`src/rtl/control_unit_pkg.sv`:
```
// control_unit_pkg
//   Shared constants and types for the LEGv8 multi-cycle control unit:
//   opcode patterns, ALU function-select codes, FSM state encodings,
//   control-word layout, B.cond condition codes and the condition evaluator.
//   No ports.
package control_unit_pkg;

    // Opcode patterns, grouped by how many leading instruction bits they use
    localparam logic [10:0] OP_ADD  = 11'b10001011000;
    localparam logic [10:0] OP_SUB  = 11'b11001011000;
    localparam logic [10:0] OP_AND  = 11'b10001010000;
    localparam logic [10:0] OP_ORR  = 11'b10101010000;
    localparam logic [10:0] OP_EOR  = 11'b11001010000;
    localparam logic [10:0] OP_ADDS = 11'b10101011000;
    localparam logic [10:0] OP_SUBS = 11'b11101011000;
    localparam logic [10:0] OP_LSL  = 11'b11010011011;
    localparam logic [10:0] OP_LSR  = 11'b11010011010;
    localparam logic [10:0] OP_LDUR = 11'b11111000010;
    localparam logic [10:0] OP_STUR = 11'b11111000000;
    localparam logic [9:0]  OP_ADDI = 10'b1001000100;
    localparam logic [9:0]  OP_SUBI = 10'b1101000100;
    localparam logic [9:0]  OP_ANDI = 10'b1001001000;
    localparam logic [9:0]  OP_ORRI = 10'b1011001000;
    localparam logic [9:0]  OP_EORI = 10'b1101001000;
    localparam logic [7:0]  OP_CBZ   = 8'b10110100;
    localparam logic [7:0]  OP_CBNZ  = 8'b10110101;
    localparam logic [7:0]  OP_BCOND = 8'b01010100;
    localparam logic [5:0]  OP_B     = 6'b000101;

    // fs: [0] invert B, [1] invert A, [4:2] operation
    localparam logic [4:0] FS_AND = 5'b00000;
    localparam logic [4:0] FS_ORR = 5'b00100;
    localparam logic [4:0] FS_ADD = 5'b01000;
    localparam logic [4:0] FS_SUB = 5'b01001;   // used together with c0=1
    localparam logic [4:0] FS_EOR = 5'b01100;
    localparam logic [4:0] FS_LSL = 5'b10000;
    localparam logic [4:0] FS_LSR = 5'b10100;

    localparam logic [2:0] ST_FETCH = 3'd0;
    localparam logic [2:0] ST_EXEC  = 3'd1;
    localparam logic [2:0] ST_MEM   = 3'd2;
    localparam logic [2:0] ST_BR    = 3'd3;
    localparam logic [2:0] ST_HALT  = 3'd4;

    localparam logic [1:0] PC_SEL_INC = 2'b00;
    localparam logic [1:0] PC_SEL_BR  = 2'b01;

    localparam logic [3:0] COND_EQ = 4'h0;
    localparam logic [3:0] COND_NE = 4'h1;
    localparam logic [3:0] COND_GE = 4'hA;
    localparam logic [3:0] COND_LT = 4'hB;
    localparam logic [3:0] COND_GT = 4'hC;
    localparam logic [3:0] COND_LE = 4'hD;

    typedef enum logic [3:0] {
        CLS_ILLEGAL, CLS_ALU_R, CLS_SHIFT, CLS_ALU_I, CLS_LDUR,
        CLS_STUR, CLS_CBZ, CLS_CBNZ, CLS_B, CLS_BCOND
    } instr_class_e;

    // Field order gives bit offsets: c0 at [0] ... reg_addr at [29:25]
    typedef struct packed {
        logic [4:0] reg_addr;
        logic [4:0] a_addr;
        logic [4:0] b_addr;
        logic [4:0] fs;
        logic       reg_w;
        logic       b_sel;
        logic       b_en;
        logic       alu_en;
        logic       mem_en;
        logic       chip_sel;
        logic       mem_w;
        logic       mem_r;
        logic       stat_en;
        logic       c0;
    } cw_t;

    // Returns {supported, taken} for a B.cond condition code
    function automatic logic [1:0] eval_cond(input logic [3:0] cond, input logic v,
                                             input logic n, input logic z);
        logic [1:0] res;
        res = 2'b10;
        case (cond)
            COND_EQ: res[0] = z;
            COND_NE: res[0] = ~z;
            COND_GE: res[0] = (n == v);
            COND_LT: res[0] = (n != v);
            COND_GT: res[0] = ~z & (n == v);
            COND_LE: res[0] = z | (n != v);
            default: res = 2'b00;
        endcase
        return res;
    endfunction

endpackage

```
`src/rtl/control_unit_instr_decoder.sv`:
```
// instr_decoder
//   Combinational decode of the instruction register into an instruction
//   class, ALU function select, and the extended immediate for that class.
//   Branch offsets are returned already shifted by 2 and reduced by 4, since
//   the PC has been incremented by the time the offset is applied.
//   Optional feature macro: BCOND_EN (decode B.cond; otherwise it is illegal).
// Ports
//   i_ir       in  32      instruction register
//   o_class    out enum    instruction class
//   o_rd       out 5       Rd / Rt / cond field [4:0]
//   o_rn       out 5       Rn field
//   o_rm       out 5       Rm field
//   o_fs       out 5       ALU function select
//   o_c0       out 1       ALU carry-in
//   o_stat_en  out 1       flag update enable
//   o_imm      out DATA_W  extended immediate / branch offset
module instr_decoder
    import control_unit_pkg::*;
#(
    parameter int DATA_W = 64
) (
    input  logic [31:0]       i_ir,
    output instr_class_e      o_class,
    output logic [4:0]        o_rd,
    output logic [4:0]        o_rn,
    output logic [4:0]        o_rm,
    output logic [4:0]        o_fs,
    output logic              o_c0,
    output logic              o_stat_en,
    output logic [DATA_W-1:0] o_imm
);

    localparam logic [DATA_W-1:0] PC_STEP = DATA_W'(4);

    logic [10:0]       w_op11;
    logic [9:0]        w_op10;
    logic [7:0]        w_op8;
    logic [5:0]        w_op6;
    logic [DATA_W-1:0] w_imm12;
    logic [DATA_W-1:0] w_shamt;
    logic [DATA_W-1:0] w_imm9;
    logic [DATA_W-1:0] w_br19;
    logic [DATA_W-1:0] w_br26;

    assign w_op11 = i_ir[31:21];
    assign w_op10 = i_ir[31:22];
    assign w_op8  = i_ir[31:24];
    assign w_op6  = i_ir[31:26];
    assign o_rd   = i_ir[4:0];
    assign o_rn   = i_ir[9:5];
    assign o_rm   = i_ir[20:16];

    assign w_imm12 = {{(DATA_W-12){1'b0}}, i_ir[21:10]};
    assign w_shamt = {{(DATA_W-6){1'b0}}, i_ir[15:10]};
    assign w_imm9  = {{(DATA_W-9){i_ir[20]}}, i_ir[20:12]};
    assign w_br19  = {{(DATA_W-21){i_ir[23]}}, i_ir[23:5], 2'b00} - PC_STEP;
    assign w_br26  = {{(DATA_W-28){i_ir[25]}}, i_ir[25:0], 2'b00} - PC_STEP;

    always_comb begin
        o_class   = CLS_ILLEGAL;
        o_fs      = FS_ADD;
        o_c0      = 1'b0;
        o_stat_en = 1'b0;
        o_imm     = '0;
        if (w_op11 == OP_ADD) begin
            o_class = CLS_ALU_R;
        end else if (w_op11 == OP_ADDS) begin
            o_class = CLS_ALU_R; o_stat_en = 1'b1;
        end else if (w_op11 == OP_SUB) begin
            o_class = CLS_ALU_R; o_fs = FS_SUB; o_c0 = 1'b1;
        end else if (w_op11 == OP_SUBS) begin
            o_class = CLS_ALU_R; o_fs = FS_SUB; o_c0 = 1'b1; o_stat_en = 1'b1;
        end else if (w_op11 == OP_AND) begin
            o_class = CLS_ALU_R; o_fs = FS_AND;
        end else if (w_op11 == OP_ORR) begin
            o_class = CLS_ALU_R; o_fs = FS_ORR;
        end else if (w_op11 == OP_EOR) begin
            o_class = CLS_ALU_R; o_fs = FS_EOR;
        end else if (w_op11 == OP_LSL) begin
            o_class = CLS_SHIFT; o_fs = FS_LSL; o_imm = w_shamt;
        end else if (w_op11 == OP_LSR) begin
            o_class = CLS_SHIFT; o_fs = FS_LSR; o_imm = w_shamt;
        end else if (w_op11 == OP_LDUR) begin
            o_class = CLS_LDUR; o_imm = w_imm9;
        end else if (w_op11 == OP_STUR) begin
            o_class = CLS_STUR; o_imm = w_imm9;
        end else if (w_op10 == OP_ADDI) begin
            o_class = CLS_ALU_I; o_imm = w_imm12;
        end else if (w_op10 == OP_SUBI) begin
            o_class = CLS_ALU_I; o_fs = FS_SUB; o_c0 = 1'b1; o_imm = w_imm12;
        end else if (w_op10 == OP_ANDI) begin
            o_class = CLS_ALU_I; o_fs = FS_AND; o_imm = w_imm12;
        end else if (w_op10 == OP_ORRI) begin
            o_class = CLS_ALU_I; o_fs = FS_ORR; o_imm = w_imm12;
        end else if (w_op10 == OP_EORI) begin
            o_class = CLS_ALU_I; o_fs = FS_EOR; o_imm = w_imm12;
        end else if (w_op8 == OP_CBZ) begin
            o_class = CLS_CBZ; o_imm = w_br19;
        end else if (w_op8 == OP_CBNZ) begin
            o_class = CLS_CBNZ; o_imm = w_br19;
        end else if (w_op8 == OP_BCOND) begin
`ifdef BCOND_EN
            o_class = CLS_BCOND; o_imm = w_br19;
`else
            o_class = CLS_ILLEGAL;
`endif
        end else if (w_op6 == OP_B) begin
            o_class = CLS_B; o_imm = w_br26;
        end
    end

endmodule

```
`src/rtl/control_unit.sv`:
```
// control_unit
//   Multi-cycle LEGv8 control FSM (FETCH, EXEC, MEM, BR, HALT). Accepts an
//   instruction over a valid/ready handshake, latches it into the IR, and
//   drives the datapath control word, K constant and PC control from
//   state + IR. Branch decisions are registered at the end of EXEC.
//   Optional feature macro: BCOND_EN (B.cond support).
// Ports
//   clk          in  1       clock, rising edge
//   rst          in  1       asynchronous reset, active-high
//   instr        in  32      instruction word
//   instr_valid  in  1       instr valid
//   instr_ready  out 1       FSM in FETCH and ready to accept
//   status       in  5       {V,C,N,Z} flags [4:1], live zero [0]
//   k            out DATA_W  immediate / offset constant
//   cw           out 30      datapath control word (cw_t layout)
//   pc_en        out 1       PC load strobe
//   pc_sel       out 2       00 PC+4, 01 PC+k
//   halt         out 1       sticky illegal-opcode indicator
module control_unit
    import control_unit_pkg::*;
#(
    parameter int         DATA_W  = 64,
    parameter logic [4:0] ZR_ADDR = 5'd31
) (
    input  logic              clk,
    input  logic              rst,
    input  logic [31:0]       instr,
    input  logic              instr_valid,
    output logic              instr_ready,
    input  logic [4:0]        status,
    output logic [DATA_W-1:0] k,
    output logic [29:0]       cw,
    output logic              pc_en,
    output logic [1:0]        pc_sel,
    output logic              halt
);

    logic [2:0]        r_state;
    logic [31:0]       r_ir;
    logic              r_taken;

    instr_class_e      w_class;
    logic [4:0]        w_rd;
    logic [4:0]        w_rn;
    logic [4:0]        w_rm;
    logic [4:0]        w_fs;
    logic              w_c0;
    logic              w_stat_en;
    logic [DATA_W-1:0] w_imm;
    logic [1:0]        w_cond;
    logic              w_unused_c;
    cw_t               w_cw;
    logic [DATA_W-1:0] w_k;
    logic              w_pc_en;
    logic [1:0]        w_pc_sel;

    instr_decoder #(.DATA_W(DATA_W)) u_dec (
        .i_ir      (r_ir),
        .o_class   (w_class),
        .o_rd      (w_rd),
        .o_rn      (w_rn),
        .o_rm      (w_rm),
        .o_fs      (w_fs),
        .o_c0      (w_c0),
        .o_stat_en (w_stat_en),
        .o_imm     (w_imm)
    );

    // Carry flag is not consulted by any supported condition
    assign w_unused_c = status[3];
    assign w_cond     = eval_cond(w_rd[3:0], status[4], status[2], status[1]);

    always_ff @(posedge clk or posedge rst) begin
        if (rst) begin
            r_state <= ST_FETCH;
            r_ir    <= '0;
            r_taken <= 1'b0;
        end else begin
            case (r_state)
                ST_FETCH: begin
                    if (instr_valid) begin
                        r_ir    <= instr;
                        r_state <= ST_EXEC;
                    end
                end
                ST_EXEC: begin
                    case (w_class)
                        CLS_LDUR: r_state <= ST_MEM;
                        CLS_CBZ: begin
                            r_taken <= status[0];
                            r_state <= ST_BR;
                        end
                        CLS_CBNZ: begin
                            r_taken <= ~status[0];
                            r_state <= ST_BR;
                        end
                        CLS_BCOND: begin
                            if (w_cond[1]) begin
                                r_taken <= w_cond[0];
                                r_state <= ST_BR;
                            end else begin
                                r_state <= ST_HALT;
                            end
                        end
                        CLS_ILLEGAL: r_state <= ST_HALT;
                        default:     r_state <= ST_FETCH;
                    endcase
                end
                ST_MEM:  r_state <= ST_FETCH;
                ST_BR:   r_state <= ST_FETCH;
                ST_HALT: r_state <= ST_HALT;
                default: r_state <= ST_FETCH;
            endcase
        end
    end

    always_comb begin
        w_cw     = '0;
        w_cw.fs  = FS_ADD;
        w_k      = '0;
        w_pc_en  = 1'b0;
        w_pc_sel = PC_SEL_INC;
        case (r_state)
            // PC+4 is loaded in the same cycle the instruction is accepted
            ST_FETCH: w_pc_en = instr_valid & ~rst;
            ST_EXEC: begin
                case (w_class)
                    CLS_ALU_R: begin
                        w_cw.reg_addr = w_rd;
                        w_cw.a_addr   = w_rn;
                        w_cw.b_addr   = w_rm;
                        w_cw.fs       = w_fs;
                        w_cw.c0       = w_c0;
                        w_cw.stat_en  = w_stat_en;
                        w_cw.reg_w    = 1'b1;
                        w_cw.alu_en   = 1'b1;
                    end
                    CLS_SHIFT, CLS_ALU_I: begin
                        w_cw.reg_addr = w_rd;
                        w_cw.a_addr   = w_rn;
                        w_cw.fs       = w_fs;
                        w_cw.c0       = w_c0;
                        w_cw.b_sel    = 1'b1;
                        w_cw.reg_w    = 1'b1;
                        w_cw.alu_en   = 1'b1;
                        w_k           = w_imm;
                    end
                    CLS_LDUR: begin
                        w_cw.a_addr   = w_rn;
                        w_cw.b_sel    = 1'b1;
                        w_cw.alu_en   = 1'b1;
                        w_cw.chip_sel = 1'b1;
                        w_cw.mem_r    = 1'b1;
                        w_k           = w_imm;
                    end
                    CLS_STUR: begin
                        w_cw.a_addr   = w_rn;
                        w_cw.b_addr   = w_rd;   // Rt supplies the store data
                        w_cw.b_en     = 1'b1;
                        w_cw.b_sel    = 1'b1;
                        w_cw.alu_en   = 1'b1;
                        w_cw.chip_sel = 1'b1;
                        w_cw.mem_w    = 1'b1;
                        w_k           = w_imm;
                    end
                    CLS_CBZ, CLS_CBNZ: begin
                        // Rt + XZR through the ALU produces the live zero flag
                        w_cw.a_addr   = w_rd;
                        w_cw.b_addr   = ZR_ADDR;
                        w_cw.alu_en   = 1'b1;
                    end
                    CLS_B: begin
                        w_pc_en  = 1'b1;
                        w_pc_sel = PC_SEL_BR;
                        w_k      = w_imm;
                    end
                    default: ;
                endcase
            end
            ST_MEM: begin
                // Address path held stable while the load data is written back
                w_cw.reg_addr = w_rd;
                w_cw.a_addr   = w_rn;
                w_cw.b_sel    = 1'b1;
                w_cw.alu_en   = 1'b1;
                w_cw.chip_sel = 1'b1;
                w_cw.mem_r    = 1'b1;
                w_cw.mem_en   = 1'b1;
                w_cw.reg_w    = 1'b1;
                w_k           = w_imm;
            end
            ST_BR: begin
                w_k = w_imm;
                if (r_taken) begin
                    w_pc_en  = 1'b1;
                    w_pc_sel = PC_SEL_BR;
                end
            end
            default: ;
        endcase
    end

    assign cw          = w_cw;
    assign k           = w_k;
    assign pc_en       = w_pc_en;
    assign pc_sel      = w_pc_sel;
    assign instr_ready = (r_state == ST_FETCH) & ~rst;
    assign halt        = (r_state == ST_HALT);

endmodule

```
`config.mk`:
```
export PLATFORM = sky130hd
export DESIGN_NAME = control_unit
export DESIGN_NICKNAME = d
export VERILOG_FILES = /design/src/rtl/control_unit_pkg.sv /design/src/rtl/control_unit_instr_decoder.sv /design/src/rtl/control_unit.sv
export SDC_FILE = /design/constraint.sdc
export NUM_CORES = 1
export LEC_CHECK = 0
export CELL_PAD_IN_SITES_DETAIL_PLACEMENT = 0
export CELL_PAD_IN_SITES_GLOBAL_PLACEMENT = 1
export CORE_MARGIN = 1
export CORE_UTILIZATION = 35
export DETAILED_ROUTE_END_ITERATION = 10
export DONT_BUFFER_PORTS = 1
export GPL_TIMING_DRIVEN = 0
export HOLD_SLACK_MARGIN = 0.02
export PLACE_DENSITY = 0.68
export REMOVE_ABC_BUFFERS = 1
export SYNTH_ARGS = -nofsm -noshare
export SYNTH_HDL_FRONTEND = slang
export SYNTH_SLANG_ARGS = --single-unit
```
`constraint.sdc`:
```
create_clock -name clk -period 4.5 [get_ports clk]
set_clock_uncertainty 0.05 [all_clocks]
set_input_delay 0.45 -clock clk [delete_from_list [all_inputs] [get_ports clk]]
set_output_delay 0.45 -clock clk [all_outputs]
set_load 0.01 [all_outputs]
```
[Word level (Yosys, flattened, before mapping)]
Cells that the tools add are included.
Word-level totals
  word-level logic and storage cells: 178
  output and inout port bits: 99
  register bits: 36
Cells by class
  $add $sub $neg: 2
  reductions and logical operators: 15
  bitwise gates (word level): 7
  eq/ne operators: 42
  muxes and demuxes: 109
Operator list (number)
  2-to-1 mux 64 bit: 21
  one-hot mux 64 bit (2 select lines): 1
  == test 11 bit (second input constant): 11
  2-to-1 mux 4 bit: 20
  2-to-1 mux 5 bit: 16
  == test 10 bit (second input constant): 5
  2-to-1 mux 1 bit: 32
  subtractor 28 x 4 -> 29 bit (second input constant): 1
  == test 4 bit (second input constant): 6
  subtractor 21 x 4 -> 22 bit (second input constant): 1
  one-hot mux 10 bit (2 select lines): 1
  == test 4 x 3 -> 1 bit (second input constant): 4
  == test 8 bit (second input constant): 2
  one-hot mux 5 bit (3 select lines): 1
  one-hot mux 3 bit (4 select lines): 1
  2-to-1 mux 10 bit: 1
  one-hot mux 5 bit (2 select lines): 1
  OR reduction 5 bit: 2
  2-to-1 mux 3 bit: 3
  one-hot mux 3 bit (3 select lines): 1
  == test 4 x 1 -> 1 bit (second input constant): 2
  == test 4 x 2 -> 1 bit (second input constant): 2
  == test 8 x 7 -> 1 bit (second input constant): 1
  logical NOT 4 bit: 2
  other kinds (25): 37

[Depth between registers and ports, before layout]
  word-level depth: 25
  gate-level depth with buffers: 9
  mapped depth without buffers: 7

[Modules after synthesis]
Synthesis repeated with hierarchy kept, for this count alone.
Second synthesis, totals
  cell total of the unflattened synthesis: 574
  area, all modules: 4559.4 um^2
By module, submodules not included
  control_unit: sequential area each 900.9 um^2, cells an instance 244, times used 1, area an instance 2398.6 um^2
  instr_decoder: sequential area each 0.0 um^2, cells an instance 330, times used 1, area an instance 2160.8 um^2

[Least setup slack after synthesis]
Ideal clock, no wire load.
  path type: reg-to-output
  from: reg r_ir[8]
  to: out k[29]
  data arrival time: 3.535 ns
  stages on the path, launching flop included: 9
  required time: 4.000 ns
  path buffers: 3
  setup slack: 0.465 ns
  cells stage by stage: dfrtp_1 > buf_2 > nor4_4 > nand4_4 > buf_2 > o41ai_1 > o211ai_1 > a21oi_1 > buf_4
Between the ends
  word-level cells in the longest chain between the ends: 23
  elaborated cells between the ends (all ways): 24
  classes of those cells: add/sub (2); mux (22)
RTL lines
  start: declaration: line control_unit.sv:39  | logic [31:0] r_ir;
  start signal: assignment: line control_unit.sv:82  | r_ir <= instr;
  subtractor 28 x 4 -> 29 bit: line control_unit_instr_decoder.sv:57  | assign w_br26 = {{(DATA_W-28){i_ir[25]}}, i_ir[25:0], 2'b00} - PC_STEP;
  2-to-1 mux 64 bit: line control_unit_instr_decoder.sv:107  | end else if (w_op6 == OP_B) begin
  2-to-1 mux 64 bit: line control_unit_instr_decoder.sv:101  | end else if (w_op8 == OP_BCOND) begin
  2-to-1 mux 64 bit: line control_unit_instr_decoder.sv:99  | end else if (w_op8 == OP_CBNZ) begin
  2-to-1 mux 64 bit *: line control_unit_instr_decoder.sv:97  | end else if (w_op8 == OP_CBZ) begin
  2-to-1 mux 64 bit *: line control_unit_instr_decoder.sv:95  | end else if (w_op10 == OP_EORI) begin
  2-to-1 mux 64 bit *: line control_unit_instr_decoder.sv:93  | end else if (w_op10 == OP_ORRI) begin
  2-to-1 mux 64 bit *: line control_unit_instr_decoder.sv:91  | end else if (w_op10 == OP_ANDI) begin
  (+7 left out)
  2-to-1 mux 64 bit *: line control_unit_instr_decoder.sv:75  | end else if (w_op11 == OP_ORR) begin
  2-to-1 mux 64 bit *: line control_unit_instr_decoder.sv:73  | end else if (w_op11 == OP_AND) begin
  2-to-1 mux 64 bit *: line control_unit_instr_decoder.sv:71  | end else if (w_op11 == OP_SUBS) begin
  2-to-1 mux 64 bit *: line control_unit_instr_decoder.sv:69  | end else if (w_op11 == OP_SUB) begin
  2-to-1 mux 64 bit *: line control_unit_instr_decoder.sv:67  | end else if (w_op11 == OP_ADDS) begin
  2-to-1 mux 64 bit *: line control_unit_instr_decoder.sv:65  | if (w_op11 == OP_ADD) begin
  2-to-1 mux 64 bit: line control_unit.sv:127  | case (w_class)
  one-hot mux 64 bit (2 select lines) *: line control_unit.sv:123  | case (r_state)
  end: declaration: line control_unit.sv:31  | output logic [DATA_W-1:0] k,
Every way passes the cells marked *; elsewhere a longest branch is shown, timed or not.

[Final worst setup path]
  from: reg r_ir[21]
  to: out k[57]
Between the ends
  word-level cells in the longest chain between the ends: 23
  elaborated cells between the ends (all ways): 52
  classes of those cells: add/sub (2); eq/ne (16); mux (33); reduce/logical (1)
RTL lines (line)
  subtractor 28 x 4 -> 29 bit: control_unit_instr_decoder.sv:57
  2-to-1 mux 64 bit: control_unit_instr_decoder.sv:107
  2-to-1 mux 64 bit: control_unit_instr_decoder.sv:101
  2-to-1 mux 64 bit: control_unit_instr_decoder.sv:99
  2-to-1 mux 64 bit: control_unit_instr_decoder.sv:97
  2-to-1 mux 64 bit: control_unit_instr_decoder.sv:95
  2-to-1 mux 64 bit: control_unit_instr_decoder.sv:93
  2-to-1 mux 64 bit: control_unit_instr_decoder.sv:91
  (+7 left out)
  2-to-1 mux 64 bit: control_unit_instr_decoder.sv:75
  2-to-1 mux 64 bit: control_unit_instr_decoder.sv:73
  2-to-1 mux 64 bit: control_unit_instr_decoder.sv:71
  2-to-1 mux 64 bit: control_unit_instr_decoder.sv:69
  2-to-1 mux 64 bit: control_unit_instr_decoder.sv:67
  2-to-1 mux 64 bit: control_unit_instr_decoder.sv:65
  2-to-1 mux 64 bit: control_unit.sv:127
  one-hot mux 64 bit (2 select lines) *: control_unit.sv:123
Marked as above.

==> qor.log <==
qor: status.status complete, no violations
qor: synthesis.syn-instance-count 509
qor: clock_tree.maximum_buffer_depth_of_the_clock_tree 2
qor: floorplan.floorplan.initialDensity 36.7%
qor: synthesis.synth_top_family_by_area simple AND/OR/NAND/NOR gates
qor: floorplan.die-area 12000 µm²
qor: grt.global_route.usage.total 22.0%
qor: route.wirelength 12800 µm
qor: synthesis.ys.flop_type sky130_fd_sc_hd__dfrtp_1
qor: worst_setup_path.critPathSlowestCell sky130_fd_sc_hd__a21oi_4
qor: clock_tree.numCtsBuffers 5
qor: worst_setup_path.r2r-start r_ir[31]
qor: worst_setup_path.cp_bufs_invs 1
qor: job.max_cap_violations 0
qor: floorplan.core-area 11000 µm²
qor: clock_tree.tritoncts built
qor: clock_tree.clk_pin_slew_worst_paths 0.06 ns
qor: worst_setup_path.critPathLaunchType register
qor: sta.post-route-worst-setup-slack 0.333 ns
qor: synthesis.post_synth.cell_area_avg 7.95 µm²
qor: synthesis.ys_ff_latch 36
qor: worst_setup_path.timing.critical_path.to_type output pin
qor: grt.first_global_vias 3516
qor: worst_setup_path.timing.critical_path.cells or4_4 > nor3_4 > or3_2 > o211ai_4 > a21oi_4 > buf_12
qor: sta.timing.final.max_slew_violations 0
qor: floorplan.fp.dieW 110 µm
qor: sta.grt_setup_unrepaired false
qor: synthesis.synth-compound-area-share 22.3%
qor: clock_tree.tritoncts_num_sinks 36
qor: floorplan.fp.dieH 110 µm
qor: finish.number_of_inserted_diodes 0
qor: synthesis.yosys.area_share.xor_xnor 4.33%
qor: finish.drive_above_1_share 17.5%
qor: worst_setup_path.startpoint r_ir[21]
qor: route.avg_wl_per_cell 22.1 µm
qor: worst_setup_path.crit_path_leading_delay_family compound AO/OA/AOI/OAI gates
qor: sta.tns 0 ns
qor: sta.maxSlewHeadroom 11.1%
qor: placed_design.dpl-instance-area 3850 µm²
qor: min_path.hp-class in -> async
qor: sta.final-hold-violation-count 0
qor: route.route.antenna.remaining_nets 0
qor: finish.stdcell_area 4080 µm²
qor: floorplan.cell_rows 38
qor: worst_setup_path.worst_ep_required_time 4.00 ns
qor: sta.worst-slew-pin-transition 1.33 ns
qor: clock_tree.cts_root_buffer sky130_fd_sc_hd__clkbuf_16
qor: clock_tree.cts_htree_levels 2
qor: sta.clock.fmax 0.240 GHz
qor: placed_design.numPortBuffers 0
qor: sta.finalCritPeriodShare 92.6%
qor: synthesis.async_flop_share 100%
qor: floorplan.ios 139
qor: power_and_ir_drop.power.density_cell_area 592 nW/µm²
qor: route.detailedRoute.firstPassIterationCount 5
qor: sta.period_minus_slack 4.17 ns
qor: finish.mostFrequentLayoutCell sky130_fd_sc_hd__nor2_1
qor: sta.hold_slack 0.131 ns
qor: finish.n_fill_cell 1182
qor: route.drcViolationCount 0
qor: finish.final_nets 484
qor: grt.grt_pass1_wl 20100 µm
qor: sta.setup_viol 0
qor: route.post_drt_via_cell_ratio 6.38
qor: placed_design.detailed_place_hpwl 9400 µm
qor: grt.globalRoute.totalOverflow 0
qor: power_and_ir_drop.power.ir.vdd_worst 0.241 mV
qor: finish.layout-area-overhead-vs-synth 0.804%
qor: synthesis.seq_area_frac_synth 22.3%
qor: clock_tree.cts.hold.buffers_added 0
qor: route.drt_first_iter_violations 340
qor: worst_setup_path.critical_path_class reg -> out
qor: finish.most-common-layout-cells sky130_fd_sc_hd__nor2_1 (36), sky130_fd_sc_hd__dfrtp_1 (32), sky130_fd_sc_hd__a21oi_1 (30)
qor: synthesis.synth.cell_area 4050 µm²
qor: power_and_ir_drop.static-leakage-power 1.35 nW
qor: route.num_vias 3702
qor: worst_setup_path.slowest_delay 1.08 ns
qor: synthesis.synthSimpleGateAreaFrac 27.2%
qor: synthesis.synth_mux_area_share 9.00%
qor: placed_design.gp_congestion 0.836
qor: synthesis.synth-edff-count 0
qor: placed_design.pre_cts_ws 0.144 ns
qor: synthesis.yosys_warnings 0
qor: synthesis.synth-adder-area-share 1.24%
qor: worst_setup_path.crit_arrival 3.67 ns
qor: grt.grt_antenna_before_repair 0
qor: clock_tree.insertion_delay 0.28 ns
qor: grt.largest_net_degree_at_the_start_of_global_routing 24
qor: worst_setup_path.worst-path-max-fanout 23
qor: synthesis.synth_cell_type_count 72
## cell usage after synthesis (4+ instances only)
library cell,count,share of area (%)
sky130_fd_sc_hd__ha_1,4,1.2
sky130_fd_sc_hd__or4_1,4,0.74
sky130_fd_sc_hd__nand2_1,25,2.3
sky130_fd_sc_hd__clkbuf_1,34,3.2
sky130_fd_sc_hd__nor3b_1,5,0.93
sky130_fd_sc_hd__a21oi_1,31,3.8
sky130_fd_sc_hd__nor2_1,37,3.4
sky130_fd_sc_hd__a22o_1,6,1.3
sky130_fd_sc_hd__a21boi_0,4,0.74
sky130_fd_sc_hd__buf_4,39,7.2
sky130_fd_sc_hd__inv_1,9,0.83
sky130_fd_sc_hd__or3_1,6,0.93
sky130_fd_sc_hd__nand4_1,8,1.2
sky130_fd_sc_hd__nand3_1,12,1.5
sky130_fd_sc_hd__buf_2,13,1.6
sky130_fd_sc_hd__o22ai_1,5,0.77
sky130_fd_sc_hd__nor4_1,12,1.9
sky130_fd_sc_hd__dfrtp_1,36,22
sky130_fd_sc_hd__xnor2_1,13,2.8
sky130_fd_sc_hd__o21a_1,8,1.5
sky130_fd_sc_hd__o31ai_1,5,0.93
sky130_fd_sc_hd__mux2i_1,6,1.5
sky130_fd_sc_hd__mux2_2,27,7.5
sky130_fd_sc_hd__xor2_1,7,1.5
sky130_fd_sc_hd__nor4b_1,4,0.87
sky130_fd_sc_hd__nor3_1,28,3.5
sky130_fd_sc_hd__a221oi_1,10,2.2
sky130_fd_sc_hd__and3_1,10,1.5
sky130_fd_sc_hd__o21ai_0,27,3.3
sky130_fd_sc_hd__a211oi_1,5,0.93
## flip-flops by register name (all words and copies together) (netlist names)
| name | cells |
|---|---|
| r_state | 3 |
| r_ir | 32 |
| r_taken | 1 |
## through the flow
step	instances	total power, W	utilization, %
2_1_floorplan	420	0.00160	-
3_3_place_gp	560	0.00194	33.6
3_5_place_dp	568	0.00199	34.9
4_1_cts	575	0.00236	36.3
5_1_grt	580	0.00258	37.0
6_report	580	0.00241	37.0
## report_power, final
part / leakage (nW) / switching, W / internal, W
logic: 0.854 / 0.000524 / 0.000495
clock network: 0.0760 / 0.000130 / 0.000232
registers: 0.422 / 0.000554 / 0.000477
## timing repair
action	4_1_cts	5_1_grt
pin swaps	0	3
resized for setup	1	9
setup buffers	0	5
setup endpoints to repair	18	18
## area by class of cell
type / instances / area [µm²] / share of cell area (%)
clock buffers: 7 / 153 / 3.74
well taps: 140 / 175 / 4.29
flip-flops and latches: 36 / 906 / 22.2
multi-input cells: 375 / 2670 / 65.5
inverters: 9 / 33.8 / 0.828
repair buffers: 13 / 141 / 3.47
## layer usage
layer | share of wire (%) | global-route usage (%)
met1 | 44 | 29.6
met4 | 2.7 | 8.19
met3 | 7.1 | 3.91
met2 | 46 | 35.0
met5 | 0 | 0
## kinds of logic after synthesis
| kind of cell | after synthesis |
|---|---|
| flip-flops | 36 |
| adder cells (fa/ha/maj) | 4 |
| multiplexers | 33 |
| buffers and inverters | 99 |
| AND/OR/NAND/NOR | 183 |
| XOR/XNOR | 20 |
| other | 1 |
| AO/OA/AOI/OAI | 133 |
## path summary, 6_finish.rpt
path	end	slack [ns]	cells past startpoint
setup / recovery	k[57]	0.33	6
hold reg to reg	r_taken	0.49	2
hold / removal	r_ir[24]	0.13	1
max in group asynchronous	r_ir[17]	3.72	2
setup reg to reg	r_state[1]	2.18	4
min in group clk	r_ir[6]	0.24	2
No activity file was read; power rests on OpenSTA's default activity.
